## src/rtl/fwd_scoreboard.sv

```systemverilog
// fwd_scoreboard
//   Tracks the destination registers of instructions in flight through the
//   E/M/W stages and resolves operand forwarding and load-use style stalls
//   for the D stage.
//
//   Handshake: there is no valid/ready pair. An issue is accepted at a rising
//   edge only when issue_valid=1, issue_addr!=0, stall=0 and flush=0; in every
//   other case a bubble enters the E slot.
//
// Ports
//   clk, reset    rising-edge clock, synchronous active-high reset
//   issue_valid   D-stage instruction writes a register
//   issue_addr    its destination register
//   issue_tnew    cycles after entering E until its result is valid
//   flush         invalidate all tracked entries at the next edge
//   rd_addr       read register per port (port p at [5p+4:5p])
//   rd_tuse       cycles until port p's value is consumed
//   rd_data       register-file read data per port
//   stage_data    result data held in each tracked stage (entry 0 = E)
//   fwd_data      forwarded operand per port
//   fwd_hit       port p is taking data from stage_data
//   stall         D stage must hold
//   stall_cnt     number of stall cycles seen (wraps)
module fwd_scoreboard #(
    parameter int NPORT = 2,
    parameter int DEPTH = 3,
    parameter int WIDTH = 32
) (
    input  logic                   clk,
    input  logic                   reset,
    input  logic                   issue_valid,
    input  logic [4:0]             issue_addr,
    input  logic [1:0]             issue_tnew,
    input  logic                   flush,
    input  logic [NPORT*5-1:0]     rd_addr,
    input  logic [NPORT*2-1:0]     rd_tuse,
    input  logic [NPORT*WIDTH-1:0] rd_data,
    input  logic [DEPTH*WIDTH-1:0] stage_data,
    output logic [NPORT*WIDTH-1:0] fwd_data,
    output logic [NPORT-1:0]       fwd_hit,
    output logic                   stall,
    output logic [31:0]            stall_cnt
);

    logic [DEPTH-1:0] ent_valid;
    logic [4:0]       ent_addr [DEPTH];
    logic [1:0]       ent_tnew [DEPTH];
    logic             issue_accept;

    // A stalled D stage never enters E, so stall forces a bubble. stall is
    // computed from the entries only, so this creates no loop.
    assign issue_accept = issue_valid && (issue_addr != 5'd0) && !stall;

    always_ff @(posedge clk) begin
        if (reset) begin
            ent_valid <= '0;
            stall_cnt <= '0;
        end else if (flush) begin
            ent_valid <= '0;
        end else begin
            for (int i = 1; i < DEPTH; i++) begin
                ent_valid[i] <= ent_valid[i-1];
                ent_addr[i]  <= ent_addr[i-1];
                ent_tnew[i]  <= (ent_tnew[i-1] == 2'd0) ? 2'd0 : ent_tnew[i-1] - 2'd1;
            end
            ent_valid[0] <= issue_accept;
            ent_addr[0]  <= issue_addr;
            ent_tnew[0]  <= issue_tnew;
            if (stall) begin
                stall_cnt <= stall_cnt + 32'd1;
            end
        end
    end

    // Per port, only the youngest matching entry counts: if it is not ready
    // yet the register-file value is used (and possibly a stall raised),
    // never an older, stale producer of the same register.
    always_comb begin
        logic found;
        fwd_data = rd_data;
        fwd_hit  = '0;
        stall    = 1'b0;
        for (int p = 0; p < NPORT; p++) begin
            found = 1'b0;
            for (int i = 0; i < DEPTH; i++) begin
                if (!found && ent_valid[i] && (rd_addr[p*5 +: 5] != 5'd0) &&
                    (ent_addr[i] == rd_addr[p*5 +: 5])) begin
                    found = 1'b1;
                    if (ent_tnew[i] == 2'd0) begin
                        fwd_data[p*WIDTH +: WIDTH] = stage_data[i*WIDTH +: WIDTH];
                        fwd_hit[p] = 1'b1;
                    end
                    if (ent_tnew[i] > rd_tuse[p*2 +: 2]) begin
                        stall = 1'b1;
                    end
                end
            end
        end
    end

endmodule

```

## config.mk

```make
export PLATFORM = sky130hd
export DESIGN_NAME = fwd_scoreboard
export DESIGN_NICKNAME = d
export VERILOG_FILES = /design/src/rtl/fwd_scoreboard.sv
export SDC_FILE = /design/constraint.sdc
export NUM_CORES = 1
export LEC_CHECK = 0
export BUFFER_PORTS_ARGS = -buffer_cell sky130_fd_sc_hd__buf_2
export CAP_MARGIN = 30
export CORE_MARGIN = 4
export CORE_UTILIZATION = 49
export CTS_CLUSTER_SIZE = 24
export DETAILED_ROUTE_END_ITERATION = 12
export HOLD_SLACK_MARGIN = 0.06
export PLACE_DENSITY_LB_ADDON = 0.08
export SLEW_MARGIN = 10
export SYNTH_ARGS = -nofsm -noshare
export SYNTH_HDL_FRONTEND = slang
export SYNTH_SLANG_ARGS = --single-unit
```

## constraint.sdc

```tcl
create_clock -name clk -period 5.1 [get_ports clk]
set_input_delay 0.765 -clock clk [delete_from_list [all_inputs] [get_ports clk]]
set_output_delay 0.765 -clock clk [all_outputs]
set_load 0.02 [all_outputs]
```

After elaboration in Yosys (flattened, before gate mapping)
Memories as Yosys holds them, arrays and structs flattened.
Index checks and enable logic that the tools add are counted.

operators by class
  reduce and logical (&&, ||, !) cells = 31
  $add $sub $neg = 3
  order comparisons = 6
  bitwise operators = 1
  mux-type cells = 44
  equal/unequal tests = 6

operators with widths
  kind                                                                count
  32-bit two-way mux                                                  12
  32-bit by 1-bit adder with 32-bit output, second input constant     1
  5-bit == test                                                       6
  1-bit two-way mux                                                   30
  1-bit logical AND                                                   18
  5-bit nonzero test                                                  3
  2-bit > comparator                                                  6
  2-bit zero test                                                     3
  1-bit zero test                                                     5
  2-bit two-way mux                                                   2
  2-bit by 1-bit subtractor with 2-bit output, second input constant  2
  2-bit AND reduction                                                 1
  2-bit OR reduction                                                  1
  1-bit NOT                                                           1

word-level totals
  memories kept = 2
  bits in writable memories = 21
  word-level logic and storage cells = 95
  register bits = 35

memories
  memory    words  bits a word  rd ports  clocked after Yosys merged registers in  write ports  line  RTL
  ent_addr  3      5            3         0                                        3            46    logic [4:0] ent_addr [DEPTH];
  ent_tnew  3      2            3         0                                        3            47    logic [1:0] ent_tnew [DEPTH];

Depth between registers and ports, before layout
  word-level depth = 22
  depth in mapped cells = 11
  mapped depth without buffers = 9

Worst setup path after synthesis
Ideal clock, no wire load.

  path type = input-to-output
  from = in rd_addr[0]
  to = out fwd_data[31]
  arrival = 3060 ps
  path slack = 1275 ps
  buffers on the path = 2
  stages on the path = 9
  required time = 4335 ps
  cells stage by stage = clkbuf_1 > xnor2_1 > nand4_1 > nor3_1 > clkbuf_1 > mux2i_1 > nand2_1 > o21ai_0 > o21ai_0

on the way
  longest elaborated chain between the ends = 14
  elaborated cells on any way between the ends = 21

RTL lines
  element                          line  RTL
  from (decl)                      35    input logic [NPORT*5-1:0] rd_addr,
  5-bit nonzero test               86    if (!found && ent_valid[i] && (rd_addr[p*5 +: 5] != 5'd0) &&
  1-bit logical AND (2 in series)  86
  1-bit two-way mux                86
  1-bit zero test                  86
  1-bit logical AND (3 in series)  86
  1-bit two-way mux                86
  1-bit zero test                  86
  1-bit logical AND (3 in series)  86
  32-bit two-way mux *             86
  to (decl)                        39    output logic [NPORT*WIDTH-1:0] fwd_data,

Every way passes the cells marked *; elsewhere a longest branch is shown, timed or not.

Worst setup path in the final report
  from = in rd_addr[6]
  to = out fwd_data[37]

The elaborated chain is that of the path after synthesis.

==> qor.yml <==
yosys:
  seq_area_frac_synth_pct: 26.0
  synth_top_area_share_pct: 13.7
  syn_nets: 821
  synthCells: 621
  synth-async-reset-ratio_pct: 0
  synth-edff-count: 21
  syn_area_um2: 5120
  ys.flop_type: "dfxtp_1"
  ys_ff_latch: 56
  synthTopCellsByArea: "dfxtp_1, mux2i_1, edfxtp_1, mux2_2, a21oi_1"
  synth_top_cell_by_area: "dfxtp_1"
  synth.distinct_cells: 45
  yosysWarnings: 0
  avgSynthCellArea_um2: 8.25
finish:
  final_area_um2: 6740
  utilization_pct: 65.6
  final_cells: 1017
  areaGrowthSynthToFinish_pct: 31.5
  drive_gt1_share_pct: 38.8
  nNetsFinal: 1077
clock_network:
  numClockSinks: 56
  hold_buffers: 0
  post_cts_resized: 0
  clk-insertion-delay-late_ns: 0.31
  cts_buffer_depth: 2
  cts_made_buffers: 5
  cts_setup_buffers: 0
  h-tree-depth: 2
  cts_tree: "done"
  clk_pin_slew_worst_paths_ns: 0.10
  cts-root-buf: "clkbuf_8"
global_route:
  grt_pass1_vias: 5415
  grt_overflow_total: 0
  antenna_found_initial: 6
  grt_first_pass_wirelength_mm: 26.7
  grt_usage_pct: 27.8
  grt_max_degree: 66
setup_path:
  critical_path_arrival_ns: 3.62
  endpoint_kind: "output port"
  worstSetupStartpoint: "rd_addr[6]"
  cp_data_required_time_ns: 4.34
  reg2reg_from: "ent_tnew[0][5]$_SDFFCE_PP0P_"
  critical_path_class: "in2out"
  cp-start-kind: "primary input"
  crit_fanout: 39
drt:
  drt-vias-per-instance: 5.78
  first_pass_iters: 5
  postRouteAntennaNets: 0
  vias: 5875
  wirelength_mm: 18.5
  wl_per_cell_um: 18.2
  drtIter0Drc: 442
  drc: 0
sta:
  hold_violations: 0
  setup_tns_ns: 0
  max_clock_freq_ghz: 0.228
  period_needed_ns: 4.38
  post-route-period-util_pct: 85.9
  worst_pin_slew_ns: 0.816
  setup_violations: 0
  finalClockSkew_ns: 0.00865
  rsz0062_at_grt: "no"
  max_slew_margin_pct: 45.6
  slew_viol_final: 0
placement:
  hpwlAfterDp_mm: 14.7
  dpl_cell_area_um2: 6630
  place_congestion: 1.00
  io_buffers: 283
  dp.cells: 1006
floorplan:
  std_cell_rows: 37
  coreArea_um2: 10300
  fp.dieW_um: 110
  io_pins: 284
  start_util_pct: 49.9
  die_h_um: 110
  die_area_um2: 12200
status:
  outcome: "completed"
min_path:
  hold_start: "stall_cnt[17]$_SDFFE_PP0P_"
  hold_path.class: "reg2reg"
power:
  pwr_density_cell_nw_per_um2: 152
  power_mw: 1.03
  vdd_drop_max_mv: 0.105
  p_leak_nw: 2.99
job:
  maxCapViolCount: 0
cell families after synthesis:
family          after synthesis  share of synthesized area [%]
compound gates              180                           22.6
xor+xnor                     31                           5.30
fa+ha+maj                    15                           3.66
buf+inv                      59                           4.49
flops                        56                           26.0
mux                          97                           19.7
simple gates                183                           18.2
power breakdown:
part	switching (mW)	internal [mW]
Clock	0.142	0.124
Combinational	0.144	0.133
Sequential	0.00858	0.473
cell usage after synthesis (2+ instances only):
master	number
o31ai_1	11
inv_1	16
o211ai_1	5
and4_1	5
nand2_1	18
o21ai_0	23
clkbuf_1	39
and3_1	7
dfxtp_1	35
edfxtp_1	21
nand3_1	12
a2bb2oi_1	2
and2_1	6
nor2_1	76
mux2_2	32
a21oi_1	67
nor3_1	3
or2_2	3
xor2_1	3
ha_1	15
a211oi_1	31
nand4_1	10
xnor2_1	28
nor4_1	3
or4_1	12
buf_1	2
mux2i_1	65
or3_1	21
nor2b_1	3
a2111o_1	2
a21o_1	31
per-layer routing:
layer | global-route usage, % | wire length [µm] | share of wire, % | vias up
met1 | 33.8 | 7270 | 39 | 2734
li1 | - | - | - | 2830
met2 | 48.7 | 9270 | 50 | 265
met3 | 6.70 | 1500 | 8.1 | 40
met5 | 0 | 26 | 0.14 | -
met4 | 8.00 | 418 | 2.3 | 6
cell usage in the layout (no fill, tap or decap), types with 3 or more instances in the layout:
cell and n:
buf_2 283, dfxtp_1 35, xor2_1 3, clkbuf_8 7, a21o_1 31, nand3_1 12, or2_2 3, o211ai_1 5
and3_1 7, diode_2 3, or4_1 12, nand4_1 10, nor2_1 76, nand2_1 18, a211oi_1 31, edfxtp_1 21
a21oi_1 67, o21ai_0 23, mux2i_1 65, and2_1 6, o31ai_1 11, xnor2_1 28, and4_1 5, ha_1 15
buf_4 8, inv_1 16, mux2_2 32, nor2b_1 3, or3_1 21
path summary, 6_finish.rpt:
check        slack (ns)                          to  cells past startpoint
max                0.72                fwd_data[37]                     10
min                0.50  stall_cnt[17]$_SDFFE_PP0P_                      2
max reg2reg        2.32   stall_cnt[6]$_SDFFE_PP0P_                      8
min reg2reg        0.50  stall_cnt[17]$_SDFFE_PP0P_                      2
state kept, by name, summed over array words and instances (netlist names):
signal and flops:
stall_cnt 32, ent_addr 15, ent_tnew 6, ent_valid 3
critical path, stage by stage:
cell     delay, ns
buf_2         0.14
or4_1         0.56
nor2_1        0.25
nor3_1        0.13
or3b_2        0.82
buf_4         0.31
nor2_1        0.13
a21oi_1       0.05
mux2_2        0.27
buf_2         0.16
through the flow:
step	hold slack, ns	setup WS (ns)
2_1_floorplan	0.453	1.28
3_3_place_gp	0.473	0.814
3_5_place_dp	0.483	0.750
4_1_cts	0.498	0.752
5_1_grt	0.526	0.557
6_report	0.495	0.718
final cells by class:
type                    instances  area, µm²
repair buffers                292       1500
diodes                          3       7.51
flip-flops and latches         56       1330
fillers                       922       3540
inverters                      16       60.1
well taps                     136        170
clock buffers                   8        100
multi-input cells             506       3580
(Power assumes the default switching activity.)
